--- src/rtl/uart_debug_responder_if.sv ---
// Byte-stream, memory-port, exec and EOC signals of the UART debug responder.
// Signal suffixes are from the responder's side: slave = responder, master = SoC/PHY side.
interface uart_debug_responder_if #(
    parameter int unsigned AddrWidth = 64
) ();
    logic [7:0]           rx_data_i;
    logic                 rx_valid_i;
    logic                 rx_ready_o;
    logic [7:0]           tx_data_o;
    logic                 tx_valid_o;
    logic                 tx_ready_i;
    logic                 mem_req_o;
    logic                 mem_gnt_i;
    logic                 mem_we_o;
    logic [AddrWidth-1:0] mem_addr_o;
    logic [7:0]           mem_wdata_o;
    logic                 mem_rvalid_i;
    logic [7:0]           mem_rdata_i;
    logic                 exec_valid_o;
    logic [AddrWidth-1:0] exec_addr_o;
    logic                 eoc_valid_i;
    logic [31:0]          eoc_code_i;
    logic                 eoc_ready_o;

    modport slave (
        input  rx_data_i, rx_valid_i, tx_ready_i, mem_gnt_i, mem_rvalid_i, mem_rdata_i,
               eoc_valid_i, eoc_code_i,
        output rx_ready_o, tx_data_o, tx_valid_o, mem_req_o, mem_we_o, mem_addr_o,
               mem_wdata_o, exec_valid_o, exec_addr_o, eoc_ready_o
    );

    modport master (
        output rx_data_i, rx_valid_i, tx_ready_i, mem_gnt_i, mem_rvalid_i, mem_rdata_i,
               eoc_valid_i, eoc_code_i,
        input  rx_ready_o, tx_data_o, tx_valid_o, mem_req_o, mem_we_o, mem_addr_o,
               mem_wdata_o, exec_valid_o, exec_addr_o, eoc_ready_o
    );
endinterface

--- src/rtl/uart_debug_responder.sv ---
// Target side of the UART debug protocol (ACK/READ/WRITE/EXEC/EOC), one memory access in flight.
// Each byte moves on its own valid/ready handshake; tx holds its byte until accepted, rx stalls outside parsing states.
module uart_debug_responder #(
    parameter int unsigned AddrWidth = 64,
    parameter int unsigned LenWidth  = 32,
    parameter logic [7:0]  CmdRead   = 8'h11,
    parameter logic [7:0]  CmdWrite  = 8'h12,
    parameter logic [7:0]  CmdExec   = 8'h13,
    parameter logic [7:0]  Ack       = 8'h06,
    parameter logic [7:0]  Eot       = 8'h04,
    parameter logic [7:0]  Eoc       = 8'h14
) (
    input  logic                    clk_i,
    input  logic                    rst_ni,
    uart_debug_responder_if.slave   bus,
    output logic                    busy_o
);

    typedef enum logic [3:0] {
        S_IDLE, S_ADDR, S_LEN, S_ACK_TX, S_RD_REQ, S_RD_WAIT, S_RD_TX,
        S_WR_RX, S_WR_REQ, S_WR_WAIT, S_EOT_TX, S_EXEC_ACK, S_EXEC_GO, S_EOC_TX
    } state_e;

    typedef enum logic [1:0] {CMD_PING, CMD_READ, CMD_WRITE, CMD_EXEC} cmd_e;

    state_e               state_q, state_d;
    cmd_e                 cmd_q, cmd_d;
    logic [2:0]           cnt_q, cnt_d;
    logic [63:0]          shift_q, shift_d;
    logic [AddrWidth-1:0] addr_q, addr_d;
    logic [LenWidth-1:0]  len_q, len_d;
    logic [31:0]          code_q, code_d;
    logic [7:0]           rdata_q, rdata_d;
    logic [7:0]           wdata_q, wdata_d;
    logic [AddrWidth-1:0] exec_addr_q, exec_addr_d;
    logic                 init_q;

    logic                 rx_rdy, tx_vld, mem_req, mem_we, exec_vld, eoc_rdy;
    logic [7:0]           tx_dat, mem_wdata;
    logic [AddrWidth-1:0] mem_addr;

    always_ff @(posedge clk_i or negedge rst_ni) begin
        if (!rst_ni) begin
            state_q     <= S_IDLE;
            cmd_q       <= CMD_PING;
            cnt_q       <= '0;
            shift_q     <= '0;
            addr_q      <= '0;
            len_q       <= '0;
            code_q      <= '0;
            rdata_q     <= '0;
            wdata_q     <= '0;
            exec_addr_q <= '0;
            init_q      <= 1'b0;
        end else begin
            state_q     <= state_d;
            cmd_q       <= cmd_d;
            cnt_q       <= cnt_d;
            shift_q     <= shift_d;
            addr_q      <= addr_d;
            len_q       <= len_d;
            code_q      <= code_d;
            rdata_q     <= rdata_d;
            wdata_q     <= wdata_d;
            exec_addr_q <= exec_addr_d;
            init_q      <= 1'b1;
        end
    end

    always_comb begin
        state_d     = state_q;
        cmd_d       = cmd_q;
        cnt_d       = cnt_q;
        shift_d     = shift_q;
        addr_d      = addr_q;
        len_d       = len_q;
        code_d      = code_q;
        rdata_d     = rdata_q;
        wdata_d     = wdata_q;
        exec_addr_d = exec_addr_q;
        rx_rdy      = 1'b0;
        tx_vld      = 1'b0;
        tx_dat      = 8'h00;
        mem_req     = 1'b0;
        mem_we      = 1'b0;
        mem_addr    = '0;
        mem_wdata   = 8'h00;
        exec_vld    = 1'b0;
        eoc_rdy     = 1'b0;

        case (state_q)
            S_IDLE: begin
                // init_q keeps every output low through the first cycle out of reset.
                if (init_q) begin
                    if (bus.eoc_valid_i) begin
                        eoc_rdy = 1'b1;
                        code_d  = bus.eoc_code_i;
                        cnt_d   = '0;
                        state_d = S_EOC_TX;
                    end else begin
                        rx_rdy = 1'b1;
                        if (bus.rx_valid_i) begin
                            cnt_d = '0;
                            if (bus.rx_data_i == Ack) begin
                                cmd_d   = CMD_PING;
                                state_d = S_ACK_TX;
                            end else if (bus.rx_data_i == CmdRead) begin
                                cmd_d   = CMD_READ;
                                state_d = S_ADDR;
                            end else if (bus.rx_data_i == CmdWrite) begin
                                cmd_d   = CMD_WRITE;
                                state_d = S_ADDR;
                            end else if (bus.rx_data_i == CmdExec) begin
                                cmd_d   = CMD_EXEC;
                                state_d = S_ADDR;
                            end
                        end
                    end
                end
            end
            S_ADDR: begin
                rx_rdy = 1'b1;
                if (bus.rx_valid_i) begin
                    // LSB-first bytes enter at the top; after eight the first byte sits at [7:0].
                    shift_d = {bus.rx_data_i, shift_q[63:8]};
                    cnt_d   = cnt_q + 3'd1;
                    if (cnt_q == 3'd7) begin
                        addr_d  = shift_d[AddrWidth-1:0];
                        state_d = (cmd_q == CMD_EXEC) ? S_EXEC_ACK : S_LEN;
                    end
                end
            end
            S_LEN: begin
                rx_rdy = 1'b1;
                if (bus.rx_valid_i) begin
                    shift_d = {bus.rx_data_i, shift_q[63:8]};
                    cnt_d   = cnt_q + 3'd1;
                    if (cnt_q == 3'd7) begin
                        len_d   = shift_d[LenWidth-1:0];
                        state_d = S_ACK_TX;
                    end
                end
            end
            S_ACK_TX: begin
                tx_vld = 1'b1;
                tx_dat = Ack;
                if (bus.tx_ready_i) begin
                    case (cmd_q)
                        CMD_READ:  state_d = (len_q == '0) ? S_EOT_TX : S_RD_REQ;
                        CMD_WRITE: state_d = (len_q == '0) ? S_EOT_TX : S_WR_RX;
                        default:   state_d = S_IDLE;
                    endcase
                end
            end
            S_RD_REQ: begin
                mem_req  = 1'b1;
                mem_addr = addr_q;
                if (bus.mem_gnt_i) state_d = S_RD_WAIT;
            end
            S_RD_WAIT: begin
                if (bus.mem_rvalid_i) begin
                    rdata_d = bus.mem_rdata_i;
                    state_d = S_RD_TX;
                end
            end
            S_RD_TX: begin
                tx_vld = 1'b1;
                tx_dat = rdata_q;
                if (bus.tx_ready_i) begin
                    addr_d  = addr_q + AddrWidth'(1);
                    len_d   = len_q - LenWidth'(1);
                    state_d = (len_q == LenWidth'(1)) ? S_EOT_TX : S_RD_REQ;
                end
            end
            S_WR_RX: begin
                rx_rdy = 1'b1;
                if (bus.rx_valid_i) begin
                    wdata_d = bus.rx_data_i;
                    state_d = S_WR_REQ;
                end
            end
            S_WR_REQ: begin
                mem_req   = 1'b1;
                mem_we    = 1'b1;
                mem_addr  = addr_q;
                mem_wdata = wdata_q;
                if (bus.mem_gnt_i) state_d = S_WR_WAIT;
            end
            S_WR_WAIT: begin
                if (bus.mem_rvalid_i) begin
                    addr_d  = addr_q + AddrWidth'(1);
                    len_d   = len_q - LenWidth'(1);
                    state_d = (len_q == LenWidth'(1)) ? S_EOT_TX : S_WR_RX;
                end
            end
            S_EOT_TX: begin
                tx_vld = 1'b1;
                tx_dat = Eot;
                if (bus.tx_ready_i) state_d = S_IDLE;
            end
            S_EXEC_ACK: begin
                tx_vld = 1'b1;
                tx_dat = Ack;
                if (bus.tx_ready_i) begin
                    exec_addr_d = addr_q;
                    state_d     = S_EXEC_GO;
                end
            end
            S_EXEC_GO: begin
                exec_vld = 1'b1;
                state_d  = S_IDLE;
            end
            S_EOC_TX: begin
                tx_vld = 1'b1;
                case (cnt_q)
                    3'd0:    tx_dat = Eoc;
                    3'd1:    tx_dat = code_q[7:0];
                    3'd2:    tx_dat = code_q[15:8];
                    3'd3:    tx_dat = code_q[23:16];
                    default: tx_dat = code_q[31:24];
                endcase
                if (bus.tx_ready_i) begin
                    cnt_d = cnt_q + 3'd1;
                    if (cnt_q == 3'd4) begin
                        cnt_d   = '0;
                        state_d = S_IDLE;
                    end
                end
            end
            default: state_d = S_IDLE;
        endcase
    end

    assign bus.rx_ready_o   = rx_rdy;
    assign bus.tx_valid_o   = tx_vld;
    assign bus.tx_data_o    = tx_dat;
    assign bus.mem_req_o    = mem_req;
    assign bus.mem_we_o     = mem_we;
    assign bus.mem_addr_o   = mem_addr;
    assign bus.mem_wdata_o  = mem_wdata;
    assign bus.exec_valid_o = exec_vld;
    assign bus.exec_addr_o  = exec_addr_q;
    assign bus.eoc_ready_o  = eoc_rdy;
    assign busy_o           = (state_q != S_IDLE);

endmodule

--- src/flat_wrapper.sv ---
// flat-port wrapper written by rule: the top's interface ports become plain ports
module uart_debug_responder_flat 
#(
    parameter int unsigned AddrWidth = 64,
    parameter int unsigned LenWidth  = 32,
    parameter logic [7:0]  CmdRead   = 8'h11,
    parameter logic [7:0]  CmdWrite  = 8'h12,
    parameter logic [7:0]  CmdExec   = 8'h13,
    parameter logic [7:0]  Ack       = 8'h06,
    parameter logic [7:0]  Eot       = 8'h04,
    parameter logic [7:0]  Eoc       = 8'h14
)
  (clk_i, rst_ni, busy_o, bus_rx_data_i, bus_rx_valid_i, bus_tx_ready_i, bus_mem_gnt_i, bus_mem_rvalid_i, bus_mem_rdata_i, bus_eoc_valid_i, bus_eoc_code_i, bus_rx_ready_o, bus_tx_data_o, bus_tx_valid_o, bus_mem_req_o, bus_mem_we_o, bus_mem_addr_o, bus_mem_wdata_o, bus_exec_valid_o, bus_exec_addr_o, bus_eoc_ready_o);
  uart_debug_responder_if #(.AddrWidth(AddrWidth)) bus_i ();
  input  logic clk_i;
  input  logic rst_ni;
  output logic busy_o;
  input wire logic [$bits(bus_i.rx_data_i)-1:0] bus_rx_data_i;
  input wire logic [$bits(bus_i.rx_valid_i)-1:0] bus_rx_valid_i;
  input wire logic [$bits(bus_i.tx_ready_i)-1:0] bus_tx_ready_i;
  input wire logic [$bits(bus_i.mem_gnt_i)-1:0] bus_mem_gnt_i;
  input wire logic [$bits(bus_i.mem_rvalid_i)-1:0] bus_mem_rvalid_i;
  input wire logic [$bits(bus_i.mem_rdata_i)-1:0] bus_mem_rdata_i;
  input wire logic [$bits(bus_i.eoc_valid_i)-1:0] bus_eoc_valid_i;
  input wire logic [$bits(bus_i.eoc_code_i)-1:0] bus_eoc_code_i;
  output wire logic [$bits(bus_i.rx_ready_o)-1:0] bus_rx_ready_o;
  output wire logic [$bits(bus_i.tx_data_o)-1:0] bus_tx_data_o;
  output wire logic [$bits(bus_i.tx_valid_o)-1:0] bus_tx_valid_o;
  output wire logic [$bits(bus_i.mem_req_o)-1:0] bus_mem_req_o;
  output wire logic [$bits(bus_i.mem_we_o)-1:0] bus_mem_we_o;
  output wire logic [$bits(bus_i.mem_addr_o)-1:0] bus_mem_addr_o;
  output wire logic [$bits(bus_i.mem_wdata_o)-1:0] bus_mem_wdata_o;
  output wire logic [$bits(bus_i.exec_valid_o)-1:0] bus_exec_valid_o;
  output wire logic [$bits(bus_i.exec_addr_o)-1:0] bus_exec_addr_o;
  output wire logic [$bits(bus_i.eoc_ready_o)-1:0] bus_eoc_ready_o;
  assign bus_i.rx_data_i = bus_rx_data_i;
  assign bus_i.rx_valid_i = bus_rx_valid_i;
  assign bus_i.tx_ready_i = bus_tx_ready_i;
  assign bus_i.mem_gnt_i = bus_mem_gnt_i;
  assign bus_i.mem_rvalid_i = bus_mem_rvalid_i;
  assign bus_i.mem_rdata_i = bus_mem_rdata_i;
  assign bus_i.eoc_valid_i = bus_eoc_valid_i;
  assign bus_i.eoc_code_i = bus_eoc_code_i;
  assign bus_rx_ready_o = bus_i.rx_ready_o;
  assign bus_tx_data_o = bus_i.tx_data_o;
  assign bus_tx_valid_o = bus_i.tx_valid_o;
  assign bus_mem_req_o = bus_i.mem_req_o;
  assign bus_mem_we_o = bus_i.mem_we_o;
  assign bus_mem_addr_o = bus_i.mem_addr_o;
  assign bus_mem_wdata_o = bus_i.mem_wdata_o;
  assign bus_exec_valid_o = bus_i.exec_valid_o;
  assign bus_exec_addr_o = bus_i.exec_addr_o;
  assign bus_eoc_ready_o = bus_i.eoc_ready_o;
  uart_debug_responder #(.AddrWidth(AddrWidth), .LenWidth(LenWidth), .CmdRead(CmdRead), .CmdWrite(CmdWrite), .CmdExec(CmdExec), .Ack(Ack), .Eot(Eot), .Eoc(Eoc)) u_core (.clk_i(clk_i), .rst_ni(rst_ni), .bus(bus_i), .busy_o(busy_o));
endmodule
--- config.mk ---
export PLATFORM = sky130hd
export DESIGN_NAME = uart_debug_responder_flat
export DESIGN_NICKNAME = d
export VERILOG_FILES = /design/src/rtl/uart_debug_responder_if.sv /design/src/rtl/uart_debug_responder.sv /design/src/flat_wrapper.sv
export SDC_FILE = /design/constraint.sdc
export NUM_CORES = 1
export LEC_CHECK = 0
export BUFFER_PORTS_ARGS = -buffer_cell sky130_fd_sc_hd__buf_2
export CORE_MARGIN = 4
export CORE_UTILIZATION = 45
export DETAILED_ROUTE_END_ITERATION = 16
export GPL_TIMING_DRIVEN = 0
export PLACE_DENSITY_LB_ADDON = 0.25
export RECOVER_POWER = 100
export REMOVE_ABC_BUFFERS = 1
export SLEW_MARGIN = 20
export SYNTH_ARGS = -nofsm -noshare
export SYNTH_HDL_FRONTEND = slang
export SYNTH_SLANG_ARGS = --single-unit
--- constraint.sdc ---
create_clock -name clk_i -period 3 [get_ports clk_i]
set_input_delay 0.15 -clock clk_i [delete_from_list [all_inputs] [get_ports clk_i]]
set_output_delay 0.15 -clock clk_i [all_outputs]
set_load 0.02 [all_outputs]
==> impl_metrics.env <==
export IMPL_start_util=0.455
export IMPL_grt_max_degree=96
export IMPL_end_kind="output port"
export IMPL_min_period_over_period=0.960
export IMPL_port_buffers=205
export IMPL_p_total_mw=18.9
export IMPL_drv_cap=1
export IMPL_reg2regPathDepth=5
export IMPL_fill_cells=2849
export IMPL_drtAntennaViolNets=0
export IMPL_synth_top_family_by_area="simple AND/OR/NAND/NOR gates"
export IMPL_yosysUniqueCellTypes=89
export IMPL_final_cell_mix="dfrtp_1, mux2_2, buf_2, nor2_1, a21oi_1"
export IMPL_worst_pin_slew_ns=1.55
export IMPL_outcome="complete, but fails checks"
export IMPL_die_w_um=189
export IMPL_fmaxAchievable_mhz=347
export IMPL_htreeDepth=1
export IMPL_finalHoldViolCount=0
export IMPL_crit_buf_inv=2
export IMPL_grt_use_total=0.229
export IMPL_synthMuxAreaShare=0.132
export IMPL_violations="capacitance limit, slew limit"
export IMPL_synth_simple_area_share=0.197
export IMPL_synth_edf_count=0
export IMPL_synth_top_flop_cell="dfrtp_1"
export IMPL_wl_um=41700
export IMPL_dpl_worst_slack_ns=-0.390
export IMPL_core_area_um2=32500
export IMPL_clock_sinks=274
export IMPL_place_congestion=0.861
export IMPL_fin_skew_ns=0.0202
export IMPL_worstPathMaxFanout=9
export IMPL_r2r_start="u_core.addr_q[0]"
export IMPL_antenna_found_initial=2
export IMPL_required_ns=2.85
export IMPL_syn_inst=1436
export IMPL_r2r_end="u_core.addr_q[61]"
export IMPL_wl_per_cell_um=19.8
export IMPL_diodes=0
export IMPL_rsz0062_at_grt="yes"
export IMPL_start_kind="flip-flop"
export IMPL_layout_drive_gt1_share=0.250
export IMPL_whs_ns=0.0748
export IMPL_yosys_warnings=0
export IMPL_io_pins=206
export IMPL_cp_depth=7
export IMPL_viasPerCell=5.97
export IMPL_slew_headroom=-0.0326
export IMPL_report_final_slew_viol_count=60
export IMPL_drt_iter0_drc=1217
export IMPL_rows=66
export IMPL_slowest_stage="ha_1"
export IMPL_num_vias=12600
export IMPL_slowest_delay_ns=0.49
export IMPL_critPathCapture="bus_tx_data_o[2]"
export IMPL_synth_seq_cells=274
export IMPL_layout_commonest_cell="dfrtp_1"
export IMPL_drc=0
export IMPL_arrival_ns=2.73
export IMPL_cts_tree="built"
export IMPL_dieHeight_um=189
export IMPL_fin_nets=1709
export IMPL_synth_seq_area_share=0.465
export IMPL_die_area_um2=35800
export IMPL_grt_pass1_vias=12500
export IMPL_insertion_delay_ns=0.56
export IMPL_overflow=0
export IMPL_hp_class="in2reg"
export IMPL_syn2layout_area_growth_pct=20.7
export IMPL_cts_path_max_buffers=3
export IMPL_synth_xor_area_frac=0
export IMPL_cts_root_buf="clkbuf_16"
export IMPL_cp_startpoint="u_core.cnt_q[2]"
export IMPL_r2r_slack_ns=0.14
export IMPL_hpwlAfterDp_um=27500
export IMPL_numCtsBuffers=31
export IMPL_criticalPathCategory="reg2out"
export IMPL_synth_compound_area_frac=0.159
export IMPL_ir_worst_vdd_v=0.000611
export IMPL_path_clk_slew_ns=0.06
export IMPL_setup_viol=0
export IMPL_fin_crit_ns=2.88
export IMPL_grt_pass1_wl_um=68000
export IMPL_avgSynthCellArea_um2=10.3
export IMPL_synthArstFlopShare=1.00
export IMPL_first_pass_iters=7
export IMPL_power_density_nw_per_um2=1060
export IMPL_worstPathCellList="inv_1 -> ha_1 -> a21oi_4 -> a222oi_1 -> o22ai_1 -> a22o_1 -> buf_2"
export IMPL_postLayoutSetupSlackWorst_ns=0.119
export IMPL_synthAdderAreaFrac=0.0110
export IMPL_synth_area_um2=14800
export IMPL_leakagePower_nw=7.71
export IMPL_cp_top_family="compound AO/OA/AOI/OAI gates"
==> flip-flops by register name (all words and copies together) (netlist names) <==
register                count
u_core.shift_q             56
u_core.len_q               32
u_core.init_q               1
u_core.wdata_q              8
u_core.bus.exec_addr_o     64
u_core.code_q              32
u_core.state_q              4
u_core.cnt_q                3
u_core.cmd_q                2
u_core.rdata_q              8
u_core.addr_q              64
==> cells by family after synthesis <==
family,Yosys count
buffers and inverters,127
AND/OR/NAND/NOR,505
flip-flops,274
multiplexers,173
adder cells (fa/ha/maj),13
other,1
AO/OA/AOI/OAI,343
==> cells in the mapped netlist, types with 14 or more instances <==
cell type / instances / area [µm²]
and3_1: 22 / 138
a21oi_1: 77 / 385
o21ai_0: 59 / 295
a31oi_1: 19 / 119
mux2_2: 155 / 1750
and2_1: 72 / 450
nor2_1: 84 / 315
buf_2: 42 / 210
and4_1: 14 / 123
or4_1: 21 / 158
o22ai_1: 18 / 113
clkbuf_1: 48 / 180
nor4_1: 23 / 144
nand4_1: 39 / 244
o22a_1: 26 / 228
nand2_1: 74 / 278
nor3_1: 36 / 180
dfrtp_1: 274 / 6860
a211oi_1: 15 / 113
nand3_1: 43 / 215
inv_1: 21 / 78.8
buf_1: 15 / 56.3
==> layer usage <==
layer  wire, µm  up-vias  share of wire  global-route usage
met2      20100      442           0.48               0.382
met4        695        4          0.017              0.0524
met1      18000     6229           0.43               0.313
met3       2850       60          0.068              0.0428
met5         14        -        0.00034                   0
li1           -     5829              -                   -
==> worst min path at each step <==
stage / startpoint / end / depth (start not counted)
2_1_floorplan: rst_ni / u_core.addr_q[0] / 0
3_3_place_gp: bus_eoc_code_i[21] / u_core.code_q[21] / 2
3_5_place_dp: rst_ni / u_core.bus.exec_addr_o[37] / 1
4_1_cts: bus_rx_valid_i / u_core.shift_q[63] / 3
5_1_grt: bus_rx_valid_i / u_core.shift_q[63] / 3
6_report: bus_rx_valid_i / u_core.shift_q[63] / 3
==> tightest hold or removal path, cell delays in order <==
cell and delay, ns:
buf_2 0.17, nand2_4 0.12, mux2_2 0.16
==> area by class of cell <==
class | instances | area [µm²] | share of cell area
Multi-Input combinational cell | 1036 | 7510 | 0.422
Sequential cell | 274 | 6860 | 0.385
Inverter | 21 | 78.8 | 0.00443
Timing Repair Buffer | 277 | 1820 | 0.102
Tap cell | 442 | 553 | 0.0310
Clock inverter | 7 | 62.6 | 0.00351
Clock buffer | 46 | 922 | 0.0518
==> metrics by stage <==
step                      cells  setup TNS (ns)   util  cell area, µm²
after floorplan            1330         -192.46      -           14300
after detailed placement   1992           -9.03  0.503           16300
after global routing       2103         -0.0772  0.549           17800
after CTS                  2098               0  0.550           17900
final                      2103               0  0.549           17800
after global placement     1977        -1603.14  0.489           15900
==> power by group <==
part	internal (mW)	leakage [nW]	total, mW	switching (mW)
logic	3.39	3.83	7.75	4.36
registers	5.46	3.40	7.46	2.00
clock network	2.18	0.488	3.69	1.50
==> timing repair <==
item	4_1_cts	5_1_grt
endpoints found under the hold margin	236	0
gates resized for setup	8	9
hold buffers	50	0
endpoints found under the setup margin	167	62
gates cloned	1	0
pin swaps	2	1
setup buffers	2	5
(Power assumes the default switching activity.)
